### config.mk
export PLATFORM = sky130hd
export DESIGN_NAME = operand_fetch
export DESIGN_NICKNAME = d
export VERILOG_FILES = /design/src/rtl/operand_fetch_pkg.sv /design/src/rtl/operand_fetch_regfile.sv /design/src/rtl/operand_fetch.sv
export SDC_FILE = /design/constraint.sdc
export NUM_CORES = 1
export LEC_CHECK = 0
export CORE_UTILIZATION = 45
export CTS_BUF_LIST = sky130_fd_sc_hd__clkbuf_16
export CTS_CLUSTER_DIAMETER = 80
export DETAILED_ROUTE_END_ITERATION = 12
export DONT_BUFFER_PORTS = 1
export GPL_TIMING_DRIVEN = 0
export MAX_ROUTING_LAYER = met4
export SETUP_SLACK_MARGIN = 0.2
export SLEW_MARGIN = 20
export SYNTH_ARGS = -nofsm -noshare
export SYNTH_HDL_FRONTEND = slang
export SYNTH_SLANG_ARGS = --single-unit
### constraint.sdc
create_clock -name clk -period 8 [get_ports clk]
set_input_delay 1.6 -clock clk [delete_from_list [all_inputs] [get_ports clk]]
set_output_delay 1.6 -clock clk [all_outputs]
set_load 0.02 [all_outputs]
### src/rtl/operand_fetch_pkg.sv
// Opcode map and instruction classification shared by operand fetch and write-back.
// Select encodings follow the write-back datapath's select field.
package operand_fetch_pkg;

  localparam int unsigned NREGS = 16;
  localparam int unsigned DW    = 16;
  localparam int unsigned IDX_W = $clog2(NREGS);
  localparam int unsigned SEL_W = 6;

  localparam logic [SEL_W-1:0] OP_LOAD = 6'b000010;
  localparam logic [SEL_W-1:0] OP_ADD  = 6'b000100;
  localparam logic [SEL_W-1:0] OP_SUB  = 6'b000101;
  localparam logic [SEL_W-1:0] OP_NEG  = 6'b000110;
  localparam logic [SEL_W-1:0] OP_MUL  = 6'b000111;
  localparam logic [SEL_W-1:0] OP_NOT  = 6'b001110;
  localparam logic [SEL_W-1:0] OP_LRSH = 6'b010000;

  typedef enum logic [1:0] {
    CLS_ILLEGAL,
    CLS_UNARY,
    CLS_BINARY,
    CLS_WIDE
  } op_class_t;

  function automatic logic is_supported(input logic [SEL_W-1:0] sel);
    return (sel >= OP_ADD) && (sel <= OP_LRSH);
  endfunction

  function automatic logic is_unary(input logic [SEL_W-1:0] sel);
    return (sel == OP_NEG) || (sel == OP_NOT);
  endfunction

  function automatic logic is_wide(input logic [SEL_W-1:0] sel);
    return sel == OP_MUL;
  endfunction

  function automatic op_class_t op_class(input logic [SEL_W-1:0] sel);
    if (!is_supported(sel)) return CLS_ILLEGAL;
    if (is_wide(sel))       return CLS_WIDE;
    if (is_unary(sel))      return CLS_UNARY;
    return CLS_BINARY;
  endfunction

endpackage

### src/rtl/operand_fetch_regfile.sv
// Register file: two asynchronous read ports, one write port that can update
// a register pair (wide results spill into the next index, wrapping at the top).
module regfile_2r1w #(
  parameter  int unsigned NREGS = 16,
  parameter  int unsigned DW    = 16,
  localparam int unsigned IW    = $clog2(NREGS)
) (
  input  logic            clk,
  input  logic            rst,
  input  logic [IW-1:0]   i_ra1,
  input  logic [IW-1:0]   i_ra2,
  output logic [DW-1:0]   o_rd1,
  output logic [DW-1:0]   o_rd2,
  input  logic            i_we,
  input  logic            i_wide,
  input  logic [IW-1:0]   i_waddr,
  input  logic [2*DW-1:0] i_wdata
);

  logic [DW-1:0] r_mem [NREGS];
  logic [IW-1:0] w_waddr_hi;

  assign w_waddr_hi = i_waddr + 1'b1;

  always_ff @(posedge clk) begin
    if (rst) begin
      r_mem <= '{default: '0};
    end else if (i_we) begin
      r_mem[i_waddr] <= i_wdata[DW-1:0];
      if (i_wide) r_mem[w_waddr_hi] <= i_wdata[2*DW-1:DW];
    end
  end

  assign o_rd1 = r_mem[i_ra1];
  assign o_rd2 = r_mem[i_ra2];

endmodule

### src/rtl/operand_fetch.sv
// Operand fetch: holds a decoded instruction until its operands and destinations
// are free of pending writes, then issues operands to the ALU with 1-cycle latency.
module operand_fetch #(
  parameter  int unsigned NREGS = 16,
  parameter  int unsigned DW    = 16,
  localparam int unsigned IW    = $clog2(NREGS)
) (
  input  logic            clk,
  input  logic            rst,
  input  logic            in_valid,
  output logic            in_ready,
  input  logic [5:0]      in_select,
  input  logic [IW-1:0]   in_rd,
  input  logic [IW-1:0]   in_rs1,
  input  logic [IW-1:0]   in_rs2,
  output logic            out_valid,
  input  logic            out_ready,
  output logic [5:0]      out_select,
  output logic [IW-1:0]   out_rd,
  output logic [DW-1:0]   out_a,
  output logic [DW-1:0]   out_b,
  input  logic            wb_en,
  input  logic            wb_wide,
  input  logic [IW-1:0]   wb_rd,
  input  logic [2*DW-1:0] wb_data,
  output logic            illegal_op
);

  import operand_fetch_pkg::*;

  logic [NREGS-1:0] r_busy;
  logic             r_out_valid;
  logic [5:0]       r_out_select;
  logic [IW-1:0]    r_out_rd;
  logic [DW-1:0]    r_out_a;
  logic [DW-1:0]    r_out_b;
  logic             r_illegal;

  op_class_t        w_cls;
  logic             w_supported;
  logic             w_unary;
  logic             w_wide;
  logic [IW-1:0]    w_rd_hi;
  logic [IW-1:0]    w_wb_rd_hi;
  logic             w_rs1_lo_hit;
  logic             w_rs1_hi_hit;
  logic             w_rs2_lo_hit;
  logic             w_rs2_hi_hit;
  logic             w_rs1_haz;
  logic             w_rs2_haz;
  logic             w_waw;
  logic             w_hazard;
  logic             w_slot_free;
  logic             w_accept;
  logic             w_issue;
  logic [DW-1:0]    w_rf_rd1;
  logic [DW-1:0]    w_rf_rd2;
  logic [DW-1:0]    w_op_a;
  logic [DW-1:0]    w_op_b;
  logic [NREGS-1:0] w_busy_set;
  logic [NREGS-1:0] w_busy_clr;

  regfile_2r1w #(
    .NREGS (NREGS),
    .DW    (DW)
  ) u_regfile (
    .clk     (clk),
    .rst     (rst),
    .i_ra1   (in_rs1),
    .i_ra2   (in_rs2),
    .o_rd1   (w_rf_rd1),
    .o_rd2   (w_rf_rd2),
    .i_we    (wb_en),
    .i_wide  (wb_wide),
    .i_waddr (wb_rd),
    .i_wdata (wb_data)
  );

  assign w_cls       = op_class(in_select);
  assign w_supported = (w_cls != CLS_ILLEGAL);
  assign w_unary     = (w_cls == CLS_UNARY);
  assign w_wide      = (w_cls == CLS_WIDE);
  assign w_rd_hi     = in_rd + 1'b1;
  assign w_wb_rd_hi  = wb_rd + 1'b1;

  assign w_rs1_lo_hit = wb_en && (wb_rd == in_rs1);
  assign w_rs1_hi_hit = wb_en && wb_wide && (w_wb_rd_hi == in_rs1);
  assign w_rs2_lo_hit = wb_en && (wb_rd == in_rs2);
  assign w_rs2_hi_hit = wb_en && wb_wide && (w_wb_rd_hi == in_rs2);

  // A source being written back this cycle is forwarded, so it never stalls;
  // destinations get no such relief because the reservation must be fresh.
  assign w_rs1_haz = r_busy[in_rs1] && !(w_rs1_lo_hit || w_rs1_hi_hit);
  assign w_rs2_haz = !w_unary && r_busy[in_rs2] && !(w_rs2_lo_hit || w_rs2_hi_hit);
  assign w_waw     = r_busy[in_rd] || (w_wide && r_busy[w_rd_hi]);
  assign w_hazard  = w_supported && (w_rs1_haz || w_rs2_haz || w_waw);

  assign w_slot_free = !r_out_valid || out_ready;
  assign in_ready    = !rst && w_slot_free && !w_hazard;
  assign w_accept    = in_valid && in_ready;
  assign w_issue     = w_accept && w_supported;

  always_comb begin
    w_op_a = w_rf_rd1;
    if (w_rs1_lo_hit)      w_op_a = wb_data[DW-1:0];
    else if (w_rs1_hi_hit) w_op_a = wb_data[2*DW-1:DW];

    w_op_b = w_rf_rd2;
    if (w_unary)           w_op_b = '0;
    else if (w_rs2_lo_hit) w_op_b = wb_data[DW-1:0];
    else if (w_rs2_hi_hit) w_op_b = wb_data[2*DW-1:DW];
  end

  always_comb begin
    w_busy_clr = '0;
    w_busy_set = '0;
    if (wb_en) begin
      w_busy_clr[wb_rd] = 1'b1;
      if (wb_wide) w_busy_clr[w_wb_rd_hi] = 1'b1;
    end
    if (w_issue) begin
      w_busy_set[in_rd] = 1'b1;
      if (w_wide) w_busy_set[w_rd_hi] = 1'b1;
    end
  end

  always_ff @(posedge clk) begin
    if (rst) begin
      r_busy       <= '0;
      r_out_valid  <= 1'b0;
      r_out_select <= '0;
      r_out_rd     <= '0;
      r_out_a      <= '0;
      r_out_b      <= '0;
      r_illegal    <= 1'b0;
    end else begin
      r_busy    <= (r_busy & ~w_busy_clr) | w_busy_set;
      r_illegal <= w_accept && !w_supported;
      if (w_issue) begin
        r_out_valid  <= 1'b1;
        r_out_select <= in_select;
        r_out_rd     <= in_rd;
        r_out_a      <= w_op_a;
        r_out_b      <= w_op_b;
      end else if (out_ready) begin
        r_out_valid <= 1'b0;
      end
    end
  end

  assign out_valid  = r_out_valid;
  assign out_select = r_out_select;
  assign out_rd     = r_out_rd;
  assign out_a      = r_out_a;
  assign out_b      = r_out_b;
  assign illegal_op = r_illegal;

endmodule

==> run metrics <==
Final ANT Viol Nets 0; final instance area 21800 sq um; largest net degree at the start of global routing 13; die area 45100 sq um; Synth warnings 0; CP endpoint kind output pin; WS Path Type in2out; TNS Setup 0 ns; first-pass GRT wire length 125 mm; synthesis-to-finish area growth 9.66%; Worst-path clk slew 0.06 ns; HPWL Detailed 66.5 mm; pwr dens 184 nW/um^2; dpl cells 2640; Critical Path RT 6.40 ns; Yosys top cell area share 31.8%; Ports 105; CTS tree yes; Post-synth EDFFs 0; highest routed metal layer met4; hold_buf cts 0; final setup fails 0; # clock sinks 316; end of the critical path in_ready; Reg2Reg Capture Point r_busy[9]; post-synthesis async set-or-reset flop share 0%; post-route clock period utilization 70.5%; Layout Utilization 50.3%; fmax 177 MHz; total vias in the final route 18680; Pins Over Slew Limit 0; CTS Root Buffer Type clkbuf_16; M1 WL 35.6 mm; DR DRC count 0; worst-path fanout max 9; met2 wire len 36.7 mm; main area contributors after synthesis dfxtp_1 32%, mux4_2 17%, mux2i_1 13%; peak supply drop 117 uV; ys flop type dfxtp_1; WL final 88.4 mm; Synth Instances 2055; largest stage delay on the critical path 0.58 ns; Wirelength per Cell 32.6 microns; Avg Synthesized Cell Area 9.69 sq um; met3 wire length 10.6 mm; H-tree depth 2; layout cell share with drive strength beyond 1 12.7%; number of max-cap violations 0; worst path bufs/invs 2; LEAKAGE 0.00704 uW; nets 2168; vias per inst 6.90; clock skew 0.0185 ns; synth unique cells 62; Reg-to-Reg Start r_busy[15]; Hold Fails Final Rpt 0; Initial Util 45.9%; routability cong. 1.11; Core ar. 43400 sq um; crit path DAT 4.04 ns; 1st-iter DRT viols 2644; CP startpoint kind input port; Synth Net Count 2128; Register-to-Register Path Depth 9; post-CTS sizing 0; Die Ht 212 microns; Reg2Reg Setup Slack 5.27 ns; Hold Startpoint u_regfile.r_mem[75]; fillers 4082; class of the worst hold path reg2reg; area of placed instances 20600 sq um; RSZ-0062 raised after global routing no; sequential share of the synthesized area 31.8%; crit-path leading delay family compound AO/OA/AOI/OAI gates; vias in the first global route 17324; largest area contributor in the netlist dfxtp_1; antenna violations before repair 4; post-synthesis cell area 19900 sq um; Critical path origin in_rd[3]; setup repair bufs after CTS 0; slew margin rel. 18.4%; CTS buffer count 38; remaining global-route overflow 0; Critical Path, Cell by Cell clkbuf_1, inv_1, xnor2_1, mux2i_1, a211oi_1, nor3_1, o31a_1; PortBufs 0; status complete, no violations; fin crit period 5.64 ns; Slew @ Worst Pin 1.22 ns; drt first pass iters 6; Rows 76; synthesis-stage register bit count 316; clk_lat worst skew 0.58 ns; number of cells on the critical path 7; gr usage total 40.2%; clk buf depth 3; die width 212 microns; CP max-delay cell xnor2_1; Non-Filler Instances 2708
## state kept, by name, indices dropped and copies added (netlist names)
register / flops
r_busy: 16
out_valid: 1
u_regfile.r_mem: 256
out_b: 16
out_select: 6
out_a: 16
illegal_op: 1
out_rd: 4
## final cells by class
cell class	count	area, sq um	area share [%]
multi-input cells	1449	12400	56.8
flip-flops and latches	316	6330	29.0
plain buffers	268	1110	5.10
clock buffers	41	1030	4.70
well taps	585	732	3.35
clock inverters	23	148	0.676
inverters	22	82.6	0.378
diodes	4	10.0	0.0459
## power by group
part / switching, uW / internal [uW]
sequential: 46.4 / 1620
combinational: 423 / 207
clock: 730 / 979
## synth_stat cells, types with 31 or more instances
cell	count
nor2b_1	52
dfxtp_1	316
nand2_1	81
buf_1	44
mux4_2	146
clkbuf_1	179
nand2b_1	37
a211oi_1	229
a311oi_1	60
buf_2	31
nor2_1	277
mux2i_1	260
o21ai_0	75
## worst reg2reg max path, cell delays in order (launching register included)
cell and delay, ns:
dfxtp_1 0.36, mux4_2 0.48, mux4_2 0.50, clkinv_1 0.06, o41ai_1 0.08, or4_1 0.48
buf_2 0.17, buf_6 0.16, buf_6 0.15, o32ai_1 0.18
## through the flow
step | total power (uW) | hold slack, ns | setup WS (ns)
final | 4010 | 0.511 | 2.36
after global routing | 4090 | 0.530 | 2.25
after CTS | 3970 | 0.510 | 2.46
after detailed placement | 2300 | 0.505 | 2.50
after global placement | 2290 | 0.493 | 2.48
after floorplan | 2070 | 0.479 | 3.05
## metal layers
metal | global-route usage (%) | vias up
met5 | - | -
met4 | 21.6 | 0
met3 | 8.88 | 261
met2 | 56.3 | 1315
met1 | 53.8 | 9272
li1 | - | 7832
## how the worst min path moves through the flow
| stage | endpoint | slack, ns | cells past startpoint |
|---|---|---|---|
| 2_1_floorplan | r_busy[15] | 0.48 | 2 |
| 3_3_place_gp | u_regfile.r_mem[221] | 0.49 | 2 |
| 3_5_place_dp | u_regfile.r_mem[75] | 0.50 | 2 |
| 4_1_cts | u_regfile.r_mem[75] | 0.51 | 2 |
| 5_1_grt | u_regfile.r_mem[76] | 0.53 | 2 |
| 6_report | u_regfile.r_mem[75] | 0.51 | 2 |
## layout by cell type (no fill, tap or decap), drive strengths merged, types with 8 or more instances in the layout
cell,n
nand3,9
ha,13
o21ai,75
a22oi,11
a2111oi,22
inv,30
o32ai,16
dfxtp,316
clkinv,13
buf,89
a211oi,229
nand2b,37
mux4,146
a2111o,10
mux2,13
a22o,15
xnor2,8
nor2,280
and2,10
o21a,12
clkbuf,220
mux2i,260
a311oi,60
a21oi,26
nor2b,52
nand2,81
## cell families after synthesis
kind of cell | Yosys count | synth area share (%)
buffers and inverters | 290 | 6.00
and+or+nand+nor | 497 | 11.2
xor gates and xnor gates | 15 | 0.660
muxes | 419 | 30.6
DFF | 316 | 31.8
AOI/OAI and AO/OA | 505 | 18.9
adders and majority gates | 13 | 0.817
No activity file was read; power rests on OpenSTA's default activity.
